===== src/rtl/sdram_qos_arbiter.sv =====
// SDRAM arbiter: fixed-priority video port 0, round-robin for ports 1..N-1, starvation override.
// Optional grant/override statistics counters enabled by defining SDRAM_QOS_ARB_STATS_EN.
module sdram_qos_arbiter #(
    parameter int NUM_REQ      = 3,
    parameter int STARVE_LIMIT = 64,
    parameter int WAITSTATES   = 2
) (
    input  logic                    clk_i,
    input  logic                    rst_i,
    input  logic [NUM_REQ-1:0]      req_rd,
    input  logic [NUM_REQ-1:0]      req_wr,
    input  logic [NUM_REQ-1:0]      req_burst,
    input  logic [24*NUM_REQ-1:0]   req_addr_x16,
    input  logic [16*NUM_REQ-1:0]   req_wdata,
    input  logic [2*NUM_REQ-1:0]    req_wmask,
    input  logic [NUM_REQ-1:0]      req_ack,
    output logic [NUM_REQ-1:0]      req_rdy,
    output logic [NUM_REQ-1:0]      req_resp_valid,
    output logic [15:0]             req_rdata,
    output logic [NUM_REQ-1:0]      grant,
    output logic                    sdram_rd,
    output logic                    sdram_wr,
    output logic                    sdram_burst,
    output logic                    sdram_ack,
    output logic [23:0]             sdram_addr_x16,
    output logic [15:0]             sdram_wdata,
    output logic [1:0]              sdram_wmask,
`ifdef SDRAM_QOS_ARB_STATS_EN
    input  logic [1:0]              stat_sel,
    input  logic                    stat_clr,
    output logic [15:0]             stat_count,
`endif
    input  logic                    sdram_rdy,
    input  logic                    sdram_resp_valid,
    input  logic [15:0]             sdram_rdata
);

    localparam int SW = $clog2(STARVE_LIMIT + 1);
    localparam int WW = (WAITSTATES > 0) ? $clog2(WAITSTATES + 1) : 1;

    typedef enum logic {IDLE, OWNED} state_t;

    state_t             state_q, state_d;
    logic [NUM_REQ-1:0] grant_q, grant_d;
    logic [1:0]         rr_ptr_q, rr_ptr_d;
    logic [WW-1:0]      ws_q, ws_d;
    logic [SW-1:0]      starve_q [NUM_REQ];
    logic [SW-1:0]      starve_d [NUM_REQ];
    logic [NUM_REQ-1:0] pend;
    logic               win, win_ovr;
    logic [1:0]         win_idx, own_idx;
    logic               own_ack;

    assign pend  = req_rd | req_wr;
    assign grant = grant_q;

    // k-th non-video port searching upward from base, wrapping NUM_REQ-1 back to 1
    function automatic logic [1:0] rr_idx(input logic [1:0] base, input int k);
        int s;
        s = int'(base) + k;
        if (s >= NUM_REQ) s = s - (NUM_REQ - 1);
        return 2'(s);
    endfunction

    always_comb begin
        win     = 1'b0;
        win_ovr = 1'b0;
        win_idx = 2'd0;
        if (state_q == IDLE) begin
            for (int k = 0; k < NUM_REQ - 1; k++) begin
                if (!win && pend[rr_idx(rr_ptr_q, k)] &&
                    starve_q[rr_idx(rr_ptr_q, k)] == SW'(STARVE_LIMIT)) begin
                    win     = 1'b1;
                    win_ovr = 1'b1;
                    win_idx = rr_idx(rr_ptr_q, k);
                end
            end
            if (!win && pend[0]) begin
                win     = 1'b1;
                win_idx = 2'd0;
            end
            for (int k = 0; k < NUM_REQ - 1; k++) begin
                if (!win && pend[rr_idx(rr_ptr_q, k)]) begin
                    win     = 1'b1;
                    win_idx = rr_idx(rr_ptr_q, k);
                end
            end
        end
    end

    always_comb begin
        own_idx = 2'd0;
        for (int i = 0; i < NUM_REQ; i++) begin
            if (grant_q[i]) own_idx = 2'(i);
        end
    end

    assign own_ack = (|grant_q) && req_ack[own_idx];

    always_comb begin
        state_d  = state_q;
        grant_d  = grant_q;
        rr_ptr_d = rr_ptr_q;
        ws_d     = ws_q;
        case (state_q)
            IDLE: begin
                if (win) begin
                    state_d = OWNED;
                    grant_d = NUM_REQ'(1) << win_idx;
                    ws_d    = WW'(WAITSTATES);
                    if (win_idx != 2'd0)
                        rr_ptr_d = (int'(win_idx) == NUM_REQ - 1) ? 2'd1 : win_idx + 2'd1;
                end
            end
            OWNED: begin
                if (ws_q != '0) ws_d = ws_q - WW'(1);
                if (own_ack) begin
                    state_d = IDLE;
                    grant_d = '0;
                end
            end
        endcase
    end

    // a port's wait is measured against the registered grant, so it clears the cycle after winning
    always_comb begin
        for (int i = 0; i < NUM_REQ; i++) starve_d[i] = starve_q[i];
        starve_d[0] = '0;
        for (int i = 1; i < NUM_REQ; i++) begin
            if (!pend[i] || grant_q[i])
                starve_d[i] = '0;
            else if (starve_q[i] != SW'(STARVE_LIMIT))
                starve_d[i] = starve_q[i] + SW'(1);
        end
    end

    always_ff @(posedge clk_i or posedge rst_i) begin
        if (rst_i) begin
            state_q  <= IDLE;
            grant_q  <= '0;
            rr_ptr_q <= 2'd1;
            ws_q     <= '0;
            for (int i = 0; i < NUM_REQ; i++) starve_q[i] <= '0;
        end else begin
            state_q  <= state_d;
            grant_q  <= grant_d;
            rr_ptr_q <= rr_ptr_d;
            ws_q     <= ws_d;
            for (int i = 0; i < NUM_REQ; i++) starve_q[i] <= starve_d[i];
        end
    end

    always_comb begin
        sdram_rd       = 1'b0;
        sdram_wr       = 1'b0;
        sdram_burst    = 1'b0;
        sdram_ack      = 1'b0;
        sdram_addr_x16 = '0;
        sdram_wdata    = '0;
        sdram_wmask    = '0;
        req_rdy        = '0;
        req_resp_valid = '0;
        req_rdata      = sdram_rdata;
        if (|grant_q) begin
            sdram_rd                = req_rd[own_idx];
            sdram_wr                = req_wr[own_idx];
            sdram_burst             = req_burst[own_idx];
            sdram_ack               = req_ack[own_idx];
            sdram_addr_x16          = req_addr_x16[int'(own_idx)*24 +: 24];
            sdram_wdata             = req_wdata[int'(own_idx)*16 +: 16];
            sdram_wmask             = req_wmask[int'(own_idx)*2 +: 2];
            req_rdy[own_idx]        = sdram_rdy && (ws_q == '0);
            req_resp_valid[own_idx] = sdram_resp_valid;
        end
    end

`ifdef SDRAM_QOS_ARB_STATS_EN
    // with four ports there is no spare slot, so override events share port 3's counter
    localparam int OVR_IDX = (NUM_REQ < 4) ? NUM_REQ : 3;

    logic [15:0] stat_q [4];
    logic [15:0] stat_d [4];
    logic [15:0] stat_count_q;

    always_comb begin
        for (int i = 0; i < 4; i++) begin
            logic [16:0] sum;
            sum = {1'b0, stat_q[i]}
                + 17'(win && (int'(win_idx) == i))
                + 17'(win_ovr && (i == OVR_IDX));
            stat_d[i] = sum[16] ? 16'hFFFF : sum[15:0];
        end
    end

    always_ff @(posedge clk_i or posedge rst_i) begin
        if (rst_i) begin
            for (int i = 0; i < 4; i++) stat_q[i] <= '0;
            stat_count_q <= '0;
        end else begin
            for (int i = 0; i < 4; i++) stat_q[i] <= stat_clr ? 16'h0000 : stat_d[i];
            stat_count_q <= stat_q[stat_sel];
        end
    end

    assign stat_count = stat_count_q;
`endif

endmodule


===== config.mk =====
export PLATFORM = sky130hd
export DESIGN_NAME = sdram_qos_arbiter
export DESIGN_NICKNAME = d
export VERILOG_FILES = /design/src/rtl/sdram_qos_arbiter.sv
export SDC_FILE = /design/constraint.sdc
export NUM_CORES = 1
export LEC_CHECK = 0
export CORE_ASPECT_RATIO = 1.1
export CORE_MARGIN = 2
export CORE_UTILIZATION = 27
export DETAILED_ROUTE_END_ITERATION = 8
export HOLD_SLACK_MARGIN = 0.03
export PLACE_DENSITY_LB_ADDON = 0.08
export RECOVER_POWER = 50
export SLEW_MARGIN = 20
export SYNTH_ARGS = -nofsm -noshare
export SYNTH_HDL_FRONTEND = slang
export SYNTH_SLANG_ARGS = --single-unit
export TNS_END_PERCENT = 10

===== constraint.sdc =====
create_clock -name clk_i -period 2.4 [get_ports clk_i]
set_clock_uncertainty 0.05 [all_clocks]
set_input_delay 0.72 -clock clk_i [delete_from_list [all_inputs] [get_ports clk_i]]
set_output_delay 0.72 -clock clk_i [all_outputs]
set_load 0.05 [all_outputs]

### Yosys cells after proc, flatten, opt, wreduce, memory -nomap -nowiden

Index checks and enable logic that the tools add are counted.

* add/sub/neg operators: 7
* multiply operators: 1
* magnitude comparators: 8
* equal/unequal tests: 8
* shifts and indexed selects: 4
* mux-type cells: 65
* bitwise operators: 6
* reductions and logical operators: 26

Operators by type and width (number)
* indexed part select 72 x 8 -> 24 bit: 1
* 2-to-1 mux 7 bit: 8
* indexed part select 48 x 7 -> 16 bit: 1
* 2-to-1 mux 2 bit: 15
* binary-select mux 7 bit (select 2 bit): 2
* 2-to-1 mux 1 bit: 24
* 2-to-1 mux 24 bit: 1
* 2-to-1 mux 16 bit: 1
* adder 7 x 1 -> 7 bit, second input constant: 2
* equality test 7 bit, second input constant: 2
* inequality test 7 bit, second input constant: 2
* binary-select mux 1 bit (select 2 bit): 6
* 2-to-1 mux 3 bit: 4
* logical AND 1 bit: 9
* < comparator 2 x 3 -> 1 bit, second input constant: 3
* nonzero test 2 bit: 4
* bitwise AND 3 bit: 2
* >= comparator 3 bit, second input constant: 2
* logical NOT 1 bit: 6
* NOT 2 -> 3 bit: 2
* one-hot mux 3 bit (2 select lines): 1
* indexed part select 6 x 4 -> 2 bit: 1
* multiplier 2 x 2 -> 4 bit, second input constant: 1
* inequality test 2 x 1 -> 1 bit, second input constant: 2
* 20 further kinds: 23

* register bits after elaboration: 22
* bits of input ports: 158
* output and inout port bits: 71
* word-level logic and storage cells: 131

### Depth between registers and ports, before layout

* depth in word-level cells: 31
* depth in mapped cells: 7
* depth with buffers taken out: 6

### Least setup slack after synthesis

No wires, ideal clock.

* path type: register to output
* from: reg grant_q[1], in the netlist grant[1]
* to: out sdram_addr_x16[0]
* data arrival time: 2.616 ns
* data required time: 1.630 ns
* setup slack: -0.986 ns
* cell stages (with the launch flop): 7
* buffers on the path: 3
* cell sequence: dfrtp_1 clkbuf_1 nor2b_1 clkbuf_1 clkbuf_1 a22oi_1 o21ai_0

* longest elaborated chain between the ends: 5
* elaborated cells on any way between the ends: 6
* classes of those cells: mul (1); shift (1); mux (3); reduce/logical (1)

RTL lines
* start: declaration: line 44 `logic [NUM_REQ-1:0] grant_q, grant_d;`
* start signal: assignment: line 146 `grant_q <= grant_d;`
* 2-to-1 mux 1 bit: line 94 `if (grant_q[i]) own_idx = 2'(i);`
* 2-to-1 mux 2 bit: line 94
* multiplier 2 x 2 -> 4 bit: line 169 `sdram_addr_x16 = req_addr_x16[int'(own_idx)*24 +: 24];`
* indexed part select 72 x 8 -> 24 bit: line 169
* 2-to-1 mux 24 bit (*): line 164 `if (|grant_q) begin`
* end: declaration: line 25 `output logic [23:0] sdram_addr_x16,`

Every way passes the cells marked *; elsewhere a longest branch is shown, timed or not.

### Worst setup path in the final report

* from: in req_addr_x16[34]
* to: out sdram_addr_x16[10]

* longest elaborated chain between the ends: 2

RTL lines
* start: declaration: line 13 `input logic [24*NUM_REQ-1:0] req_addr_x16,`
* indexed part select 72 x 8 -> 24 bit: line 169
* 2-to-1 mux 24 bit: line 164

Every way passes these cells.

==> summary.txt <==
Die
  – Die width: 91.11 microns
  – Core box area: 7998 sq um
  – Die height: 99.82 microns
  – Row count: 34
  – Initial Utilization: 28.18%
  – Die area: 9094 sq um
  – I/O pin total: 229

STA
  – RSZ-0062 raised after global routing: yes
  – Worst setup margin: -0.04081 ns
  – Fmax: 0.4097 GHz
  – Minimum clock period: 2.441 ns
  – Slew Viols, Final: 0
  – Setup_tns: -0.1333 ns
  – Setup-failing EPs final: 9
  – Final period utilization: 101.7%
  – Worst slew pin tran: 0.5254 ns
  – Max-Slew Margin vs Limit: 64.97%
  – Final hold vios: 0

Yosys
  – YS warnings: 0
  – FFs w/ async S/R, synth: 100.0%
  – Synth Cell Area: 2253 sq um
  – Mapped Cells: 322
  – Sequential area share after synthesis: 24.49%
  – #FFs+latches synth: 22
  – Main synth FF type: dfrtp_1
  – Mapped Nets: 485
  – Syn avg cell area: 6.998 sq um
  – Unique masters post-synth: 41
  – EDFF count, synth: 0

Clocking
  – Num CTS Buffers: 3
  – Clock root cell: clkbuf_8
  – H-tree Lvls: 1
  – CTS tree: done
  – CTS clk-pin slew, worst paths: 0.08 ns
  – Maximum clock path buffer count: 2
  – Number of hold buffers added after CTS: 0
  – Clk sink count: 22
  – Clk Latency, worst-skew pair: 0.27 ns

Drt
  – Detailed Route WL: 11300 microns
  – Top Layer Used: met4
  – Routed vias/inst: 5.047
  – Metal1 wirelength: 4330 microns
  – Post-route ant nets: 0
  – Pre-antenna DRT Iters: 4
  – DR iter-0 viols: 87
  – WL met3: 930 microns
  – WL per Instance: 18.35 microns
  – WL met2: 5919 microns
  – Routed vias: 3109
  – DRC: 0

GRT
  – Largest net degree at the start of global routing: 38
  – Initial antenna violation count: 1
  – GRT Resource Usage Total: 23.74%
  – Vias in the first global route: 3160
  – GR Overflow Total: 0
  – First-pass GRT wire length: 17420 microns

Critical path
  – Worst Setup End Kind: output port
  – CP startpoint kind: primary input
  – Worst EP required: 1.63 ns
  – WS Path Type: primary input to output port
  – Crit path arrival time: 1.67 ns
  – R2r setup slk: 0.09 ns
  – CP Max Fanout: 1

Run status
  – Violated checks: setup timing
  – Outcome: finished with violations

Pwr
  – Net switching fraction of the power: 49.90%
  – Cell Pwr Density: 1188 nW/um^2
  – Leakage: 0.002225 uW
  – Combinational Power Share: 85.4%
  – Net Switching: 3397 uW
  – Int Power: 3410 uW
  – Reg power frac: 9.6%
  – Total power: 6808 uW
  – VDD IR-drop max: 0.6823 mV
  – Clk pwr share: 5.1%

Finish
  – Final core utilization: 71.64%
  – Number of fillers in the final layout: 613
  – Final #Nets: 671
  – Area Overhead vs Synth: 154.2%
  – Multi-input gate area: 2163 sq um
  – FF+latch area: 558.0 sq um
  – Layout cell share with drive strength beyond 1: 35.90%
  – Layout Cells excl Fill: 616

Placed design
  – GP Congestion: 0.9448
  – Port bufs: 196
  – Post-DP HPWL: 8931 microns
  – Dpl cells: 612

Flow run
  – Maxcap violations: 0

Worst hold path
  – Worst Hold Class: register to register
==> cell families after synthesis <==
family	count (synthesis)	share of synthesized area, %
xor+xnor	11	4.275
compound gates	112	31.32
simple gates	120	25.15
buf+inv	50	10.99
flops	22	24.49
fa+ha+maj	5	2.776
mux	2	0.9994
==> cells in the mapped netlist, types with 2 or more instances <==
cell type	number	area share (%)
ha_1	5	2.8
or2_2	2	0.56
xor2_1	6	2.3
clkbuf_1	23	3.8
buf_4	16	5.3
nand2b_1	3	0.83
o22a_1	2	0.78
nand3_1	11	2.4
dfrtp_1	21	23
nor2_1	22	3.7
xnor2_1	5	1.9
a22oi_1	45	15
o21ai_0	47	10
nor3_1	2	0.44
nand2_1	60	10
nor2b_1	3	0.83
mux2_2	2	1.0
nor3b_1	3	1.0
inv_1	11	1.8
and3_1	4	1.1
a21oi_1	9	2.0
==> metal layers <==
layer / global-route usage (%) / vias to the layer above
li1: - / 1504
met1: 29.05 / 1484
met2: 42.28 / 111
met3: 6.982 / 10
met4: 3.613 / 0
met5: 0 / -
==> area by class of cell <==
class | count | share of cell area [%]
clock buffers | 3 | 0.7207
well taps | 108 | 2.359
diodes | 1 | 0.04368
multi-input cells | 250 | 37.76
clock inverters | 1 | 0.5241
repair buffers | 220 | 48.13
inverters | 11 | 0.7207
flip-flops and latches | 22 | 9.740
==> metrics by stage <==
stage | area (sq um) | hold slack [ns] | setup slack, ns
floorplan | 2775 | 0.4293 | -0.04242
global placement | 5456 | 0.4435 | -0.5474
detailed placement | 5456 | 0.4742 | -0.5634
CTS | 5624 | 0.4931 | -0.07762
global route | 5729 | 0.5273 | -0.04924
finish | 5729 | 0.4905 | -0.04081
==> critical path, cell delays in order <==
cell	delay, ns
clkdlybuf4s50_1	0.41
a22oi_1	0.28
o21ai_4	0.10
buf_12	0.15
==> final timing paths <==
kind | startpoint | cells past startpoint | end
setup / recovery | req_addr_x16[34] | 4 | sdram_addr_x16[10]
min in group asynchronous | rst_i | 2 | rr_ptr_q[1]
hold / removal | ws_q[1] | 1 | ws_q[1]
hold reg to reg | ws_q[1] | 1 | ws_q[1]
max in group asynchronous | rst_i | 3 | starve_q[11]
setup reg to reg | starve_q[9] | 6 | grant[0]
==> cells in the final DEF, fill, tap and decap left out, types with 6 or more instances in the layout <==
cell / netlist / layout
a21oi_1: 9 / 9
a22oi_1: 45 / 9
a22oi_2: 0 / 36
buf_12: 0 / 60
buf_4: 16 / 16
clkdlybuf4s50_1: 0 / 121
dfrtp_1: 21 / 18
dlygate4sd2_1: 0 / 12
dlymetal6s2s_1: 0 / 7
inv_1: 11 / 10
nand2_1: 60 / 59
nand3_1: 11 / 11
nor2_1: 22 / 22
o21ai_4: 0 / 41
xor2_1: 6 / 6
==> power by group through the flow <==
stage	combinational, uW	sequential, uW	clock (uW)
after detailed placement	5630	649	0
after global routing	6050	671	358
after floorplan	3070	653	0
final	5810	651	346
after CTS	5760	645	347
after global placement	5570	639	0
==> sequential cells by signal (all words and copies together) (netlist names) <==
register  flops
grant         3
rr_ptr_q      2
starve_q     14
state_q       1
ws_q          2
==> repair_timing <==
| item | 4_1_cts | 5_1_grt |
|---|---|---|
| pin swaps | 12 | 25 |
| endpoints found under the setup margin | 47 | 41 |
| setup buffers | 1 | 0 |
| gates resized for setup | 37 | 27 |
No activity file was read; power rests on OpenSTA's default activity.
